<file path="config.mk">
export PLATFORM = sky130hd
export DESIGN_NAME = stamp_commit_queue
export DESIGN_NICKNAME = d
export VERILOG_FILES = /design/src/rtl/stamp_commit_queue.sv
export SDC_FILE = /design/constraint.sdc
export NUM_CORES = 1
export LEC_CHECK = 0
export ABC_AREA = 1
export CORE_UTILIZATION = 42
export CTS_CLUSTER_DIAMETER = 50
export DETAILED_ROUTE_END_ITERATION = 10
export MAX_ROUTING_LAYER = met4
export PLACE_DENSITY_LB_ADDON = 0.05
export SLEW_MARGIN = 20
export SYNTH_ARGS = -nofsm -noshare
export SYNTH_HDL_FRONTEND = slang
export SYNTH_SLANG_ARGS = --single-unit
export TNS_END_PERCENT = 30
</file>
<file path="constraint.sdc">
create_clock -name clk -period 2.9 [get_ports clk]
set_input_delay 0.725 -clock clk [delete_from_list [all_inputs] [get_ports clk]]
set_output_delay 0.725 -clock clk [all_outputs]
set_load 0.02 [all_outputs]
</file>
<file path="src/rtl/stamp_commit_queue.sv">
// In-order commit buffer: allocates stamps in program order, accepts completions in any
// order, retires results in allocation order. Define CPL_BYPASS_EN for 1-cycle head bypass.
module stamp_commit_queue #(
   parameter int TAG_W  = 3,
   parameter int DATA_W = 32,
   parameter int RD_W   = 5
) (
   input  logic                  clk,
   input  logic                  reset,
   input  logic                  alloc_req,
   input  logic [RD_W-1:0]       alloc_rd,
   output logic                  alloc_gnt,
   output logic [TAG_W-1:0]      alloc_tag,
   input  logic                  cpl_valid,
   input  logic [TAG_W-1:0]      cpl_tag,
   input  logic [DATA_W-1:0]     cpl_data,
   output logic                  commit_valid,
   output logic [RD_W-1:0]       commit_rd,
   output logic [DATA_W-1:0]     commit_data,
   output logic [TAG_W-1:0]      commit_tag,
   output logic [2**TAG_W-1:0]   pending_flat,
   output logic [TAG_W:0]        count,
   output logic                  cpl_err
);

   localparam int DEPTH = 2**TAG_W;
   localparam logic [TAG_W:0] FULL_CNT = (TAG_W+1)'(DEPTH);

   logic [TAG_W-1:0]  head_q, head_d, tail_q, tail_d;
   logic [TAG_W:0]    count_q, count_d;
   logic [DEPTH-1:0]  valid_q, valid_d, done_q, done_d;
   logic [RD_W-1:0]   rd_q   [DEPTH];
   logic [RD_W-1:0]   rd_d   [DEPTH];
   logic [DATA_W-1:0] data_q [DEPTH];
   logic [DATA_W-1:0] data_d [DEPTH];
   logic              commit_valid_q, commit_valid_d;
   logic [RD_W-1:0]   commit_rd_q, commit_rd_d;
   logic [DATA_W-1:0] commit_data_q, commit_data_d;
   logic [TAG_W-1:0]  commit_tag_q, commit_tag_d;
   logic              cpl_err_q, cpl_err_d;

   logic              alloc_fire, cpl_ok, commit_fire;
   logic [DATA_W-1:0] commit_src;

   always_comb begin
      // NOTE: every signal driven here gets a default first so no latch is inferred.
      head_d         = head_q;
      tail_d         = tail_q;
      valid_d        = valid_q;
      done_d         = done_q;
      rd_d           = rd_q;
      data_d         = data_q;
      commit_valid_d = 1'b0;
      commit_rd_d    = commit_rd_q;
      commit_data_d  = commit_data_q;
      commit_tag_d   = commit_tag_q;
      cpl_err_d      = cpl_err_q;

      alloc_fire = alloc_req && (count_q != FULL_CNT);
      // The tail slot is never valid while not full, so a completion racing its own
      // allocation fails this check and is flagged as an error.
      cpl_ok     = cpl_valid && valid_q[cpl_tag] && !done_q[cpl_tag];
`ifdef CPL_BYPASS_EN
      commit_fire = (cpl_ok && (cpl_tag == head_q)) || (valid_q[head_q] && done_q[head_q]);
      commit_src  = done_q[head_q] ? data_q[head_q] : cpl_data;
`else
      commit_fire = valid_q[head_q] && done_q[head_q];
      commit_src  = data_q[head_q];
`endif

      if (alloc_fire) begin
         valid_d[tail_q] = 1'b1;
         done_d[tail_q]  = 1'b0;
         rd_d[tail_q]    = alloc_rd;
         tail_d          = tail_q + TAG_W'(1);
      end

      if (cpl_valid) begin
         if (cpl_ok) begin
            done_d[cpl_tag] = 1'b1;
            data_d[cpl_tag] = cpl_data;
         end else begin
            cpl_err_d = 1'b1;
         end
      end

      // Clearing the head last also covers a bypassed completion, which never shows as done.
      if (commit_fire) begin
         commit_valid_d  = 1'b1;
         commit_rd_d     = rd_q[head_q];
         commit_data_d   = commit_src;
         commit_tag_d    = head_q;
         valid_d[head_q] = 1'b0;
         done_d[head_q]  = 1'b0;
         head_d          = head_q + TAG_W'(1);
      end

      count_d = count_q + {{TAG_W{1'b0}}, alloc_fire} - {{TAG_W{1'b0}}, commit_fire};
   end

   // NOTE: sequential state uses non-blocking assignments so all flops update together.
   always_ff @(posedge clk or posedge reset) begin
      if (reset) begin
         head_q         <= '0;
         tail_q         <= '0;
         count_q        <= '0;
         valid_q        <= '0;
         done_q         <= '0;
         commit_valid_q <= 1'b0;
         commit_rd_q    <= '0;
         commit_data_q  <= '0;
         commit_tag_q   <= '0;
         cpl_err_q      <= 1'b0;
      end else begin
         head_q         <= head_d;
         tail_q         <= tail_d;
         count_q        <= count_d;
         valid_q        <= valid_d;
         done_q         <= done_d;
         commit_valid_q <= commit_valid_d;
         commit_rd_q    <= commit_rd_d;
         commit_data_q  <= commit_data_d;
         commit_tag_q   <= commit_tag_d;
         cpl_err_q      <= cpl_err_d;
      end
   end

   // NOTE: payload storage is not reset; valid/done gate every read, so stale contents are harmless.
   always_ff @(posedge clk) begin
      rd_q   <= rd_d;
      data_q <= data_d;
   end

   assign alloc_gnt    = (count_q != FULL_CNT);
   assign alloc_tag    = tail_q;
   assign commit_valid = commit_valid_q;
   assign commit_rd    = commit_rd_q;
   assign commit_data  = commit_data_q;
   assign commit_tag   = commit_tag_q;
   assign pending_flat = valid_q;
   assign count        = count_q;
   assign cpl_err      = cpl_err_q;

endmodule

</file>
==> results of run 1 <==
-- power by group through the flow --
| stage | Sequential (uW) | Clock [uW] | Combinational (uW) |
|---|---|---|---|
| 3_3_place_gp | 6800 | 0 | 5590 |
| 3_5_place_dp | 6810 | 0 | 5620 |
| 6_report | 6700 | 5490 | 5520 |
| 4_1_cts | 6710 | 5620 | 5640 |
| 2_1_floorplan | 7080 | 0 | 3220 |
| 5_1_grt | 6780 | 5820 | 6190 |
-- flip-flops by register name (all words and copies together) (netlist names) --
register      cells
alloc_tag         3
commit_data      32
commit_rd         5
commit_tag        3
commit_valid      1
count             4
cpl_err           1
data_q          256
done_q            8
head_q            3
pending_flat      8
rd_q             40
-- final cells by class --
class                           instances  share of cell area (%)
Tap cell                              448                    3.17
Sequential cell                       364                    59.9
Clock buffer                           55                    6.51
Multi-Input combinational cell        731                    18.8
Timing Repair Buffer                  146                    8.68
Clock inverter                         25                    1.74
Inverter                               57                    1.22
-- layout by cell type, fill, tap and decap left out, types with 3 or more instances in the layout --
cell               n
edfxtp_1         296
nand2_1          216
nor2_1           202
o21ai_0          176
clkdlybuf4s50_1  101
dfrtp_1           67
inv_1             49
clkbuf_16         44
o21ai_1           38
nand3_1           31
buf_4             30
nor3b_1           18
buf_12            15
nand4_1           11
clkinv_2          10
a21oi_1           10
clkbuf_1          10
ha_1               7
bufinv_16          6
inv_2              5
xor2_1             5
clkinv_1           5
nor3_1             4
nor2_4             3
o211ai_1           3
nand2_4            3
inv_6              3
-- metrics by stage --
| stage | std cells | total power, uW | cell area, um^2 | setup slack [ps] |
|---|---|---|---|---|
| after detailed placement | 1746 | 12400 | 16200 | 102 |
| after floorplan | 1212 | 10300 | 14400 | 314 |
| final | 1826 | 17700 | 17700 | 339 |
| after global placement | 1746 | 12400 | 16200 | 79.5 |
| after CTS | 1826 | 18000 | 17700 | 336 |
| after global routing | 1826 | 18800 | 17700 | 162 |
-- cells by family (layout without fill, tap and decap cells) --
group	count (synthesis)	in the layout	synth area share, %
AND/OR/NAND/NOR	489	489	13.9
flip-flops	364	364	73.3
AO/OA/AOI/OAI	229	229	8.01
buffers and inverters	117	283	3.77
adder cells (fa/ha/maj)	8	8	0.745
XOR/XNOR	5	5	0.303
-- worst max-delay path: cells and delay by family (launching register included) --
| family | cells | cell delay [ps] |
|---|---|---|
| simple gates | 7 | 530 |
| xor+xnor | 1 | 150 |
| fa+ha+maj | 3 | 840 |
| buf+inv | 3 | 270 |
| flops | 1 | 640 |
-- layer usage --
metal	track usage, %	wire, um
met1	26.3	15400
met2	33.7	16700
met3	2.51	1010
met4	5.72	667
met5	-	0
-- how the worst min path moves through the flow --
| stage | start | end | slack [ps] | depth (start not counted) |
|---|---|---|---|---|
| after detailed placement | cpl_err | cpl_err | 450 | 1 |
| after global placement | cpl_err | cpl_err | 440 | 1 |
| after global routing | cpl_err | cpl_err | 470 | 1 |
| after floorplan | data_q[242] | commit_data[18] | 520 | 4 |
| final | cpl_err | cpl_err | 460 | 1 |
| after CTS | cpl_err | cpl_err | 460 | 1 |
==> flow_metrics.tcl, run 1 <==
set metrics [dict create \
    row_count 67 \
    gp_congestion 0.869 \
    fp.dieH_um 187 \
    period_minus_slack_ps 2560 \
    ys.flop_type "edfxtp_1" \
    hold_viol 0 \
    cts_resized 0 \
    layout.nets 1395 \
    wl_um 33700 \
    io_buffers 101 \
    clock.fmax_mhz 391 \
    required_ps 3310 \
    core_region_area_mm2 0.0337 \
    p_leak_uw 0.00665 \
    io_pins 102 \
    clkLatencyLatePin_ps 550 \
    avgSynthCellArea_um2 11.9 \
    ctsHoldBuffers 0 \
    cts.sinks 364 \
    slowest_stage "dfrtp_4" \
    drt_first_pass_iters 6 \
    syn-cell-area_mm2 0.0144 \
    synthTopCellsByCount "edfxtp_1, nand2_1, nor2_1, o21ai_0, dfrtp_1" \
    grt_max_degree 70 \
    worstMarginPinSlew_ps 779 \
    utilization_pct 52.5 \
    die_w_um 187 \
    layout-drive-gt1-share_pct 9.14 \
    cts_buffers 43 \
    startpoint "head_q[0]" \
    p_comb_share_pct 31.2 \
    ff_latch_area_mm2 0.0106 \
    crit_type "reg -> reg" \
    crit_fanout 32 \
    clock_path_buffers 3 \
    crit_arrival_ps 2970 \
    drt_drc_violations_left 0 \
    rsz0062_at_grt "no" \
    cpMostUsedCell "nand2_1" \
    htree_levels 2 \
    async_flop_share_pct 18.7 \
    reg2reg_to "count[2]" \
    synth_fp_nets 1264 \
    yosys.area.top_type "edfxtp_1" \
    yosysWarnings 0 \
    yosys-top-cells-area "edfxtp_1, dfrtp_1, o21ai_0, nand2_1, nor2_1" \
    synth_edf_count 296 \
    synth_seq_cells 364 \
    yosys.area.top_type_share_pct 61.5 \
    sequentialPowerShare_pct 37.8 \
    cts_setup_buffers 0 \
    dpl.hpwl_um 20900 \
    grt_first_pass_wirelength_um 53400 \
    maxCapViolations 0 \
    setup_viol 0 \
    regToRegSetupSlack_ps 340 \
    status "finished clean" \
    wl_per_cell_um 18.5 \
    tritoncts "yes" \
    ys_seq_area_share_pct 73.3 \
    ir_worst_vdd_mv 0.572 \
    drtAntennaViolNets 0 \
    end_kind "flop" \
    hold_class "reg -> reg" \
    fill_cells 3002 \
    rr_worst_depth 14 \
    cp_cell_sequence "clkinv_2 > nand2_1 > nand2_1 > nand2_1 > nand2_1 > nand2_1 > nand2_4 > nand2_4 > inv_2 > ha_1 > inv_1 > ha_1 > fa_1 > xor2_1" \
    p_int_uw 11600 \
    clock_skew_ps 21.2 \
    drt-initial-drc-count 522 \
    p_sw_uw 6130 \
    final_max_slew_viol_count 0 \
    tns_ps 0 \
    relSlewSlack_pct 48.1 \
    vias 9125 \
    vias_per_cell 5.00 \
    p_clk_share_pct 31.0 \
    grt-ovfl-total 0 \
    cp-endpoint "count[2]" \
    antenna_found_initial 0 \
    critPathMaxStageDelay_ps 640 \
    synth_most_common_cell "edfxtp_1" \
    antenna_cells 0 \
    die-area_mm2 0.0351 \
    grt_pass1_vias 9331 \
    cts_root_buffer "clkbuf_16" \
    worstReg2RegStart "head_q[0]" \
    clkTransAtPathRegs_ps 60 \
    powerDensity_mw_per_mm2 1000 \
    ys_types 26 \
    fin_crit_sh_pct 88.3 \
    p_sw_share_pct 34.6 \
    start_util_pct 42.9 \
    fin_hold_ws_ps 461 \
    syn_inst 1212 \
    grt_use_total_pct 20.3 \
    multi_input_area_mm2 0.00333 \
    startpoint_type "flop" \
    syn2layout_area_growth_pct 22.5 \
]
No activity file was read; power rests on OpenSTA's default activity.
==> run 2, diff against run 1 <==
--- a/config.mk
+++ b/config.mk
@@ -6,7 +6,9 @@
 export NUM_CORES = 1
 export LEC_CHECK = 0
 export ABC_AREA = 1
+export CAP_MARGIN = 20
 export CORE_UTILIZATION = 42
+export CTS_BUF_LIST = sky130_fd_sc_hd__clkbuf_2
 export CTS_CLUSTER_DIAMETER = 50
 export DETAILED_ROUTE_END_ITERATION = 10
 export MAX_ROUTING_LAYER = met4
==> run 2 against run 1 <==
Non-clock buffer count unchanged; global-route usage increased by 0.46 points; routed wire length increased by 1.8%; sequential power about the same; setup slack got worse by 230 ps; die area unchanged; critical path type is now reg -> out; critical endpoint is now pending_flat[4]; largest cell class unchanged; largest power group unchanged.
==> flow_metrics.tcl, run 2 (synthesis gave the netlist of run 1 again) <==
set metrics [dict create \
    p_leak_uw 0.00667 \
    end_kind "output pin" \
    slowest_stage "clkdlybuf4s50_1" \
    clkTransAtPathRegs_ps 100 \
    final_cell_mix "edfxtp_1, nand2_1, nor2_1" \
    grt_pass1_vias 9731 \
    cts_root_buffer "clkbuf_2" \
    cp_num_buf_inv 1 \
    p_total_uw 15900 \
    syn2layout_area_growth_pct 18.8 \
    cts.sinks 364 \
    final_max_slew_viol_count 0 \
    crit_arrival_ps 2060 \
    largest_reg_flops 256 \
    crit_type "reg -> out" \
    clock.fmax_mhz 358 \
    worstReg2RegStart "head_q[0]" \
    layout-drive-gt1-share_pct 15.5 \
    path_delay_family "buffers and inverters" \
    maxCapViolations 0 \
    crit_cells 1 \
    period_minus_slack_ps 2790 \
    fin_crit_sh_pct 96.2 \
    status "finished clean" \
    fp.dieH_um 187 \
    gp_congestion 0.869 \
    grt_use_total_pct 20.8 \
    clock_skew_ps 50.1 \
    hold_class "in -> async" \
    clock_path_buffers 3 \
    startpoint "pending_flat[4]" \
    rr_worst_depth 14 \
    grt_first_pass_wirelength_um 54100 \
    io_buffers 101 \
    drt_first_pass_iters 5 \
    drt-initial-drc-count 479 \
    cp_cell_sequence "clkdlybuf4s50_1" \
    layout.nets 1446 \
    grt_max_degree 70 \
    tritoncts "yes" \
    hold_viol 0 \
    grt-ovfl-total 0 \
    drtAntennaViolNets 0 \
    core_region_area_mm2 0.0337 \
    clkLatencyLatePin_ps 950 \
    setup_viol 0 \
    antenna_found_initial 1 \
    ir_worst_vdd_mv 0.525 \
    cts_buffers 94 \
    utilization_pct 50.9 \
    setup_slack_ps 110 \
    htree_levels 3 \
    layout_commonest_cell "edfxtp_1" \
    cp-endpoint "pending_flat[4]" \
    vias 9482 \
    startpoint_type "flop" \
    powerDensity_mw_per_mm2 927 \
    worstMarginPinSlew_ps 784 \
    wl_um 34300 \
    place_area_mm2 0.0162 \
    crit_fanout 4 \
    start_util_pct 42.9 \
    dpl.hpwl_um 20900 \
    top_register "data_q" \
    wl_per_cell_um 17.9 \
    die-area_mm2 0.0351 \
    ctsHoldBuffers 0 \
    row_count 67 \
    reg2reg_to "count[2]" \
    tns_ps 0 \
    rsz0062_at_grt "no" \
    drt_drc_violations_left 0 \
    die_w_um 187 \
    critPathMaxStageDelay_ps 650 \
    relSlewSlack_pct 47.7 \
    regToRegSetupSlack_ps 300 \
    dp_slack_ps 102 \
    final_cell_area_mm2 0.0172 \
    io_pins 102 \
    required_ps 2170 \
    vias_per_cell 4.93 \
]
==> run 2: changes by cell type in the layout (fill, tap and decap cells not counted), sizes merged <==
cell	change
clkbuf	+108
clkinv	-5
bufinv	-4
clkdlybuf4s50	-4
dlygate4sd2	+3
inv	-3
diode	+1
dlymetal6s2s	+1
==> run 2: area by class of cell <==
| class | count | area [um^2] |
|---|---|---|
| fill | 3147 | 16500 |
| clock inverter | 13 | 111 |
| inverter | 57 | 216 |
| tap | 448 | 561 |
| multi-input combinational | 731 | 3330 |
| clock buffer | 163 | 816 |
| antenna | 1 | 2.50 |
| timing repair buffer | 146 | 1540 |
| sequential | 364 | 10600 |
==> run 2: routing by layer <==
metal | up-vias | wire (um) | GRT usage, %
li1 | 4624 | - | -
met1 | 4577 | 15400 | 25.9
met2 | 215 | 16800 | 33.8
met3 | 66 | 1350 | 3.79
met4 | 0 | 792 | 7.91
met5 | - | 0 | -
==> run 2: worst min-delay path by stage <==
stage	endpoint	cells after the start
final	commit_tag[0]	2
after detailed placement	cpl_err	1
after floorplan	commit_data[18]	4
after global routing	commit_tag[0]	2
after global placement	cpl_err	1
after CTS	commit_data[9]	2
==> run 2: power breakdown <==
group | switching [uW] | internal [uW] | total [uW]
Sequential | 430 | 6260 | 6690
Clock | 2060 | 1630 | 3690
Combinational | 3600 | 1920 | 5520
Total | 6100 | 9810 | 15900
==> run 2: timing repair <==
item                                    4_1_cts  5_1_grt
endpoints found under the hold margin         0        0
setup buffers                                 0        0
gates resized for setup                       3        1
endpoints found under the setup margin        3        1
==> run 2: through the flow <==
stage               hold WS (ps)  instances
detailed placement           449       1746
global placement             442       1746
floorplan                    522       1212
CTS                         13.7       1922
global route                 102       1923
finish                       144       1923
